==> src/rtl/fetch_queue_pkg.sv <==
// Shared constants and entry layout for the fetch-to-decode instruction queue.
package fetch_queue_pkg;

  localparam int FQ_WIDTH = 32;
  localparam int FQ_DEPTH = 4;
  localparam logic [FQ_WIDTH-1:0] FQ_NOP = 32'h0000_0000;  // sll $0,$0,0

  typedef struct packed {
    logic [FQ_WIDTH-1:0] instr;
    logic [FQ_WIDTH-1:0] pc;
  } fq_entry_t;

  // Pointer advance; wraps naturally because DEPTH is a power of two.
  function automatic logic [$clog2(FQ_DEPTH)-1:0] fq_next_ptr(
    input logic [$clog2(FQ_DEPTH)-1:0] ptr
  );
    return ptr + {{($clog2(FQ_DEPTH)-1){1'b0}}, 1'b1};
  endfunction

endpackage

==> src/rtl/fq_storage.sv <==
// Entry array for the fetch queue: one synchronous write port, one
// asynchronous read port, cleared by reset.
module fq_storage #(
  parameter int WIDTH = 32,
  parameter int DEPTH = 4,
  parameter int PTR_W = $clog2(DEPTH)
) (
  input  logic               clk,
  input  logic               rst,
  input  logic               we,
  input  logic [PTR_W-1:0]   waddr,
  input  logic [2*WIDTH-1:0] wdata,
  input  logic [PTR_W-1:0]   raddr,
  output logic [2*WIDTH-1:0] rdata
);

  logic [2*WIDTH-1:0] mem_r [DEPTH];

  // Write port with asynchronous clear of every entry.
  always_ff @(posedge clk or posedge rst) begin
    if (rst) begin
      for (int i = 0; i < DEPTH; i++) begin
        mem_r[i] <= '0;
      end
    end else if (we) begin
      mem_r[waddr] <= wdata;
    end else begin
      mem_r[waddr] <= mem_r[waddr];
    end
  end

  assign rdata = mem_r[raddr];

endmodule

==> src/rtl/fetch_queue.sv <==
// Show-ahead instruction queue between fetch and decode: back-pressures the
// PC when full and drops all contents on a control-flow flush.
module fetch_queue
  import fetch_queue_pkg::*;
#(
  parameter int WIDTH = FQ_WIDTH,
  parameter int DEPTH = FQ_DEPTH,
  parameter int PTR_W = $clog2(DEPTH)
) (
  input  logic             clk,
  input  logic             rst,
  input  logic [WIDTH-1:0] instr_fetch,
  input  logic [WIDTH-1:0] pc_fetch,
  input  logic             fetch_valid,
  input  logic             flush_decode,
  input  logic             decode_ready,
  output logic [WIDTH-1:0] instr_decode,
  output logic [WIDTH-1:0] pc_decode,
  output logic             decode_valid,
  output logic             stall_pc,
  output logic [PTR_W:0]   count
);

  localparam logic [PTR_W:0] FULL_CNT = (PTR_W+1)'(DEPTH);
  localparam logic [PTR_W:0] ONE_CNT  = (PTR_W+1)'(1);
  localparam logic [PTR_W-1:0] ONE_PTR = PTR_W'(1);

  logic [PTR_W-1:0]   wr_ptr_r;
  logic [PTR_W-1:0]   rd_ptr_r;
  logic [PTR_W:0]     count_r;
  logic               push_s;
  logic               pop_s;
  logic [2*WIDTH-1:0] wdata_s;
  logic [2*WIDTH-1:0] rdata_s;

  // Status depends on count alone, so no path from decode_ready to stall_pc.
  assign decode_valid = (count_r != {(PTR_W+1){1'b0}});
  assign stall_pc     = (count_r == FULL_CNT);
  assign count        = count_r;

  assign push_s  = fetch_valid & ~stall_pc & ~flush_decode;
  assign pop_s   = decode_valid & decode_ready & ~flush_decode;
  assign wdata_s = {instr_fetch, pc_fetch};

  fq_storage #(
    .WIDTH (WIDTH),
    .DEPTH (DEPTH),
    .PTR_W (PTR_W)
  ) u_storage (
    .clk   (clk),
    .rst   (rst),
    .we    (push_s),
    .waddr (wr_ptr_r),
    .wdata (wdata_s),
    .raddr (rd_ptr_r),
    .rdata (rdata_s)
  );

  // Pointer and occupancy update; flush beats push and pop.
  always_ff @(posedge clk or posedge rst) begin
    if (rst) begin
      wr_ptr_r <= '0;
      rd_ptr_r <= '0;
      count_r  <= '0;
    end else if (flush_decode) begin
      wr_ptr_r <= '0;
      rd_ptr_r <= '0;
      count_r  <= '0;
    end else begin
      wr_ptr_r <= push_s ? wr_ptr_r + ONE_PTR : wr_ptr_r;
      rd_ptr_r <= pop_s ? rd_ptr_r + ONE_PTR : rd_ptr_r;
      case ({push_s, pop_s})
        2'b10:   count_r <= count_r + ONE_CNT;
        2'b01:   count_r <= count_r - ONE_CNT;
        default: count_r <= count_r;
      endcase
    end
  end

  // Head presentation; an empty queue shows NOP with a zero pc.
  always_comb begin
    instr_decode = FQ_NOP;
    pc_decode    = {WIDTH{1'b0}};
    if (decode_valid) begin
      instr_decode = rdata_s[2*WIDTH-1:WIDTH];
      pc_decode    = rdata_s[WIDTH-1:0];
    end else begin
      instr_decode = FQ_NOP;
      pc_decode    = {WIDTH{1'b0}};
    end
  end

endmodule

==> config.mk <==
export PLATFORM = sky130hd
export DESIGN_NAME = fetch_queue
export DESIGN_NICKNAME = d
export VERILOG_FILES = /design/src/rtl/fetch_queue_pkg.sv /design/src/rtl/fq_storage.sv /design/src/rtl/fetch_queue.sv
export SDC_FILE = /design/constraint.sdc
export NUM_CORES = 1
export LEC_CHECK = 0
export ABC_CLOCK_PERIOD_IN_PS = 8200
export CELL_PAD_IN_SITES_DETAIL_PLACEMENT = 0
export CELL_PAD_IN_SITES_GLOBAL_PLACEMENT = 1
export CORE_UTILIZATION = 42
export DETAILED_ROUTE_END_ITERATION = 6
export PLACE_DENSITY = 0.75
export SYNTH_ARGS = -nofsm -noshare
export SYNTH_HDL_FRONTEND = slang
export SYNTH_SLANG_ARGS = --single-unit
export TNS_END_PERCENT = 1
==> constraint.sdc <==
create_clock -name clk -period 8.2 [get_ports clk]
set_input_delay 1.23 -clock clk [delete_from_list [all_inputs] [get_ports clk]]
set_output_delay 1.23 -clock clk [all_outputs]
set_load 0.05 [all_outputs]
==> results.ini <==
[run_status]
status=finished, final reports clean

[sta]
setup_tns_ns=0
slew_headroom_pct=24.3
maxSlewViolCount=0
fmax_mhz=203
finalCriticalPeriod_ns=4.93
finalSetupViolations=0
fin_crit_sh_pct=60.2
worst_pin_slew_ns=1.14
rsz0062_at_grt=false
skew_ns=0.0140
report.final.hold_viol_count=0

[yosys]
synthesis.area_sq_um=14100
ys.flop_type=dfrtp_1
post-synth-top-area-fraction_pct=46.7
netlist_instances=1272
yosysWarnings=0
synthDistinctLibCells=40
syn_nets=1346
ys_seq_area_share_pct=46.7
synth_area_leaders=dfrtp_1, mux4_2, a31oi_1, nor2_1, and2_1
avgSynthCellArea_sq_um=11.1
yosysTopAreaCell=dfrtp_1
synth-seq-cells=263
synth-async-reset-ratio_pct=100
synth_edf_count=0

[power_and_ir_drop]
p_leak_nw=6.05
pwr-share-seq_pct=37.1
swShare_pct=38.0
power_frac_comb_pct=40.7
peakVddDrop_v=0.000184
powerDensity_nw_per_um2=383
switchingPower_mw=2.43
fin_total_pwr_mw=6.41
p_int_mw=3.97
power.share.clock_pct=22.2

[cts]
cts_root_buf=clkbuf_16
cts_resized=0
htreeDepth=1
cts_hold_buf=0
cts.path.max_buffers=3
insertion_delay_ns=0.54
post_cts_buffers=0
cts_sinks=263
cts_tree=done
cts_buffers=30
clk_pin_slew_ns=0.06

[worst_setup_path]
start_kind=flop
cp.arrival_ns=3.70
crit_fanout=37
r2r_setup_slack_ns=4.63
end_kind=primary output
cp.required_ns=6.97
reg2reg_depth=5
rr_endpoint=u_storage.mem_r[139]$_DFFE_PP0P_
worstReg2RegStart=wr_ptr_r[0]$_DFFE_PP0P_
critical_path_class=reg -> out

[min_path]
hold_path.class=reg -> reg
hold_end=u_storage.mem_r[43]$_DFFE_PP0P_
hp-start=u_storage.mem_r[43]$_DFFE_PP0P_
whs_path_depth=2

[routing]
firstDrtPassIters=7
drt_iter0_drc=1038
viasPerCell=6.18
via_count=11100
drc=0
post_drt_wl_per_cell_um=21.5
wirelength_mm=38.7
ant_nets=0

[placed_design]
gp_congestion=0.755
placed_cells=1740
dpl-instance-area_sq_um=15700
io_buffers=137
hpwl_mm=21.2

[global_route]
first_global_vias=10900
grt_pass1_wl_mm=61.8
grt-ovfl-total=0
grt_antenna_before_repair=1
grt_usage_pct=23.0
grt_max_degree=153

[die]
die_area_sq_um=34300
ios=138
core_area_sq_um=32800
die_h_um=185
initial_utilization_pct=43.0
rows=66
die_w_um=185

[job]
cap_violations=0

[final_layout]
mostFrequentLayoutCells=nor2_1, dfrtp_1, a31oi_1, clkdlybuf4s50_1, mux4_2
nNetsFinal=1404
drive_above_1_share_pct=17.4
fin_cells=1796
fin_util_pct=51.0
finalInstanceArea_sq_um=16700
syn2layout_area_growth_pct=18.7
diodes=0

==> per-stage QoR <==
step / worst slack, ns / hold WS [ns]
floorplan: 3.50 / 0.522
global placement: 3.77 / 0.532
detailed placement: 3.75 / 0.541
CTS: 3.16 / 0.550
global route: 3.00 / 0.570
finish: 3.27 / 0.551
==> how the worst max path moves through the flow <==
| stage | to | cells after the start | start |
|---|---|---|---|
| 2_1_floorplan | count[0]$_DFFE_PP0P_ | 1 | rst |
| 3_3_place_gp | instr_decode[31] | 4 | rd_ptr_r[0]$_DFFE_PP0P_ |
| 3_5_place_dp | instr_decode[1] | 4 | rd_ptr_r[0]$_DFFE_PP0P_ |
| 4_1_cts | instr_decode[1] | 4 | rd_ptr_r[0]$_DFFE_PP0P_ |
| 5_1_grt | instr_decode[1] | 4 | rd_ptr_r[0]$_DFFE_PP0P_ |
| 6_report | instr_decode[1] | 4 | rd_ptr_r[0]$_DFFE_PP0P_ |
==> sequential cells by signal (all words and copies together), names as in the netlist <==
register,cells
u_storage.mem_r,256
count,3
rd_ptr_r,2
wr_ptr_r,2
==> layout make-up <==
type	count	area [sq um]
timing repair buffer	151	1490
sequential	263	6600
tap	442	553
fill	2963	16100
clock buffer	45	908
multi-input combinational	877	6990
clock inverter	11	158
inverter	7	31.3
==> power groups by stage <==
stage / Combinational, mW / Clock, mW / Sequential, mW
2_1_floorplan: 2.07 / 0 / 2.20
3_3_place_gp: 2.58 / 0 / 2.36
3_5_place_dp: 2.62 / 0 / 2.38
4_1_cts: 2.62 / 1.45 / 2.36
5_1_grt: 2.83 / 1.51 / 2.45
6_report: 2.61 / 1.42 / 2.38
==> Yosys cell counts (2+ instances only) <==
cell and n:
dfrtp_1 263, nor2_1 259, a31oi_1 256, mux4_2 128
clkbuf_1 94, nand3_1 67, and2_1 64, o21ai_0 41
o21ai_2 27, buf_2 18, inv_1 6, a21oi_1 4
buf_4 4, ha_1 4, clkbuf_2 3, nor2b_1 3
buf_1 2, buf_12 2, buf_8 2, nand2b_1 2
nor3b_1 2, o311ai_0 2, xor2_1 2
==> worst max-delay path, cell delays in order, from the launching register on <==
cell and delay [ns]:
dfrtp_4 0.85, buf_4 0.76, mux4_2 0.61, and2_1 0.19, clkdlybuf4s50_1 0.71
==> per-layer routing <==
| layer | wire [um] | part of all wire [%] | global-route usage [%] |
|---|---|---|---|
| met3 | 2250 | 5.8 | 3.05 |
| met5 | 17 | 0.044 | 0 |
| met4 | 465 | 1.2 | 4.63 |
| met2 | 18200 | 47 | 36.1 |
| met1 | 17700 | 46 | 34.3 |
==> cell families (layout without fill, tap and decap cells) <==
family,count (synthesis),in the layout,synth area share [%]
flops,263,263,46.7
mux,129,129,20.5
fa+ha+maj,5,5,0.497
simple gates,402,402,12.7
buf+inv,132,214,4.21
compound gates,338,338,15.2
xor+xnor,3,3,0.186
No activity file was read; power rests on OpenSTA's default activity.
==> variant 1: new RTL, same flow settings <==
Register the output `count` once more; this adds one clock of latency there. The other outputs are not delayed to match.
--- a/src/rtl/fetch_queue.sv
+++ b/src/rtl/fetch_queue.sv
@@ -37,5 +37,7 @@
   assign decode_valid = (count_r != {(PTR_W+1){1'b0}});
   assign stall_pc     = (count_r == FULL_CNT);
-  assign count        = count_r;
+  always_ff @(posedge clk) begin
+    count <= count_r;
+  end
 
   assign push_s  = fetch_valid & ~stall_pc & ~flush_decode;
Formal check against the unedited RTL: not equivalent (a bounded check fails within 4 cycles, from zero or initial values and one cycle with rst high).
==> variant 1 against the unedited design <==
- routed wire length up 3.5%
- setup slack worse by 0.024 ns
- clock power down 5%
- power down 0.58%
- area after synthesis up 0.35%
- synthesized cell count up 0.24%
- sequential cell count up 3
- critical path depth unchanged
- cell area about the same
- critical path type unchanged
==> variant 1: results <==
[sta]
fin_skew_ns = 0.009213
hold-worst-slack_ns = 0.5485
worst_slew_pin_slew_ns = 1.163

[route]
dr.pass1.iters = 5
vias_per_cell = 6.155
drt-met1-wl_mm = 17.92
drtIter0Drc = 1007
wl_met3_mm = 2.023
wl_met2_mm = 19.25
top_layer = "met4"
wire_per_inst_um = 22.21

[worst_setup_path]
critPathMaxStageDelay_ns = 0.93
endpoint = "pc_decode[19]"
r2r_slack_ns = 4.60
crit_fanout = 35
arrival_ns = 3.73
crit_start = "rd_ptr_r[0]$_DFFE_PP0P_"
cp_slowest_cell = "dfrtp_4"
rr_endpoint = "u_storage.mem_r[153]$_DFFE_PP0P_"
r2r_start = "wr_ptr_r[0]$_DFFE_PP0P_"

[synth]
synth_top_cells_by_count = "dfrtp_1 (263), nor2_1 (259), a31oi_1 (256), mux4_2 (128), clkbuf_1 (91)"
yosysSeqAreaShare_pct = 46.94
ys_warn_count = 0
synthArstFlopShare_pct = 98.87
yosys-top-cells-area = "dfrtp_1 (47%), mux4_2 (20%), a31oi_1 (11%), nor2_1 (6.9%), and2_1 (2.8%)"
synth-seq-cells = 266
synth_cells = 1275

[global_routing]
met2_usage_pct = 38.85
grt_usage_pct = 24.01
grt_pass1_wl_mm = 64.22
first_global_vias = 11204
grt.met1_usage_pct = 34.54
grt_max_degree = 75
grt_use_met3_pct = 2.544
antenna_found_initial = 2

[placement]
gp_congestion = 0.7577
hpwlAfterDp_mm = 22.40
dp.cells = 1745

[clock_tree]
numCtsBuffers = 31
cts_root_buf = "clkbuf_16"

[cells_and_area]
clk_share_pct = 5.912
buf_share_pct = 8.921
reg.largest.list = "u_storage.mem_r: 256 flops, count: 3 flops, count_r: 3 flops"
drive_above_1_share_pct = 17.32
fin_cells = 1801
fillers = 3031
antennaDiodeCount = 2
buffers_excl_clock = 153
fin_nets = 1410
layout.area.seq_mm2 = 0.006656
clockBufferCount = 44

[power_and_ir_drop]
pg_comb_mw = 2.60
vdd_drop_max_mv = 0.1941
power_leakage_nw = 6.044
cellInternalPower_mw = 3.907
p_seq_share_pct = 38.0

[hold_path]
hold_start = "u_storage.mem_r[121]$_DFFE_PP0P_"
hold_end = "u_storage.mem_r[121]$_DFFE_PP0P_"

[outcome]
outcome = "completed"
==> variant 1: cell types whose count changed after synthesis, sizes merged <==
cell / change
buf: +3
clkbuf: -3
dfxtp: +3
==> variant 1: logic make-up (layout without fill, tap and decap cells) <==
kind of cell    after synthesis  count (layout)  synth area share [%]
simple gates                402             402                 12.63
other cells                   0               2                     0
mux                         129             129                 20.45
xor+xnor                      3               3                0.1857
compound gates              338             338                 15.18
flops                       266             266                 46.94
fa+ha+maj                     5               5                0.4952
buf+inv                     132             214                 4.121
==> variant 1: metrics by stage <==
stage                     worst slack, ns  utilization [%]  power [mW]  instance area (um^2)
after floorplan                     3.500                -       4.279                 14150
after global placement              3.760            47.85       4.974                 15730
after detailed placement            3.744            47.85       5.029                 15730
after CTS                           3.128            50.85       6.395                 16710
after global routing                3.023            50.87       6.761                 16720
final                               3.242            50.87       6.369                 16720
==> variant 2: new RTL, config.mk and constraints unchanged <==
Made on the original files. Set the package constant `FQ_DEPTH` to 8 (it was 4).
--- a/src/rtl/fetch_queue_pkg.sv
+++ b/src/rtl/fetch_queue_pkg.sv
@@ -3,5 +3,5 @@
 
   localparam int FQ_WIDTH = 32;
-  localparam int FQ_DEPTH = 4;
+  localparam int FQ_DEPTH = 8;
   localparam logic [FQ_WIDTH-1:0] FQ_NOP = 32'h0000_0000;  // sll $0,$0,0
 
Interface: changed (resized count); port bits go from 138 to 139. The function was not compared with the original's and may differ.
==> variant 2 against the unedited design <==
- area after synthesis is 110% higher
- count of clock-buffer cells in the layout is 45 higher
- clock skew is 0.011 ns higher
- setup slack worse by 0.52 ns
- power is 110% higher
- synthesized cell count is 130% higher
- combinational power is 150% higher
- die area is 110% higher
- routed wire length grew to 2.7 times the old value
- critical path depth is 1 higher
- cell area is 100% higher
- sequential cell count is 259 higher
- clock power is 89% higher
==> variant 2: results <==
[outcome]
outcome = "completed"

[placement]
place_ws_ns = 3.325
portBuffers = 138
placed_cell_area_mm2 = 0.03145

[clock_tree]
numCtsBuffers = 58
clock_latency_ns = 0.64
ctsHtreeMaxLevel = 2
cts_num_sinks = 522

[synth]
synth_mux_area_share_pct = 17.80
synth_xor_area_share_pct = 0.1780
synth_cells = 2910
syn_area_per_cell_um2 = 10.15
synth_fa_ha_area_share_pct = 0.1695
yosysSeqAreaShare_pct = 44.25
yosys-top-cells-area = "dfrtp_1 (44%), mux4_2 (12%), o21ai_0 (5.4%), nand2_1 (5.3%), mux2i_1 (5.3%)"

[worst_setup_path]
critPathMaxStageDelay_ns = 0.97

[cells_and_area]
layout.area.seq_mm2 = 0.01309
multi_input_area_share_pct = 45.71
clk_share_pct = 5.853
fillers = 6195
multi_input_gates = 2076
nNonClkInverters = 10

[power_and_ir_drop]
power_leakage_nw = 13.05
vdd_drop_max_mv = 0.4778

[route]
drt_wl_total_mm = 102.9
dr.pass1.iters = 5
drtIter0Drc = 2931
vias_per_cell = 6.469

[global_routing]
grt_pass1_wl_mm = 157.1
first_global_vias = 25284
## variant 2: changes by cell type after synthesis, moves of 155 or more
cell,delta
nand2_1,+413
a31oi_1,-256
dfrtp_1,+259
mux2i_1,+155
o21ai_0,+276
a21oi_1,+163
## variant 2: power breakdown
part,leakage [nW],total (mW),internal [mW],switching (mW)
registers,5.97,4.60,3.64,0.964
logic,6.13,6.45,2.61,3.84
clock network,0.954,2.69,1.57,1.12
total,13.1,13.7,7.81,5.93
## variant 2: metal layers
| layer | vias up | routed length, um | GRT usage (%) | share of wire [%] |
|---|---|---|---|---|
| li1 | 10700 | - | - | - |
| met5 | - | 0 | 0 | 0 |
| met1 | 12594 | 42040 | 38.56 | 41 |
| met4 | 0 | 3833 | 10.98 | 3.7 |
| met2 | 1294 | 47570 | 46.27 | 46 |
| met3 | 266 | 9450 | 6.436 | 9.2 |
## variant 2: worst reg2reg max path: stages, from the launching register on
cell	delay [ns]
dfrtp_4	0.75
buf_4	0.61
and2_1	0.97
nand2_4	0.34
nor2_1	0.61
buf_4	0.33
a21oi_1	0.09
## variant 2: worst paths after layout
check,from,to,slack (ns)
setup / recovery,rd_ptr_r[0]$_DFFE_PP0P_,instr_decode[4],2.75
hold / removal,u_storage.mem_r[5]$_DFFE_PP0P_,u_storage.mem_r[5]$_DFFE_PP0P_,0.50
setup reg to reg,wr_ptr_r[0]$_DFFE_PP0P_,u_storage.mem_r[43]$_DFFE_PP0P_,4.32
hold reg to reg,u_storage.mem_r[5]$_DFFE_PP0P_,u_storage.mem_r[5]$_DFFE_PP0P_,0.50
max in group asynchronous,rst,u_storage.mem_r[272]$_DFFE_PP0P_,5.57
min in group asynchronous,rst,u_storage.mem_r[53]$_DFFE_PP0P_,1.13
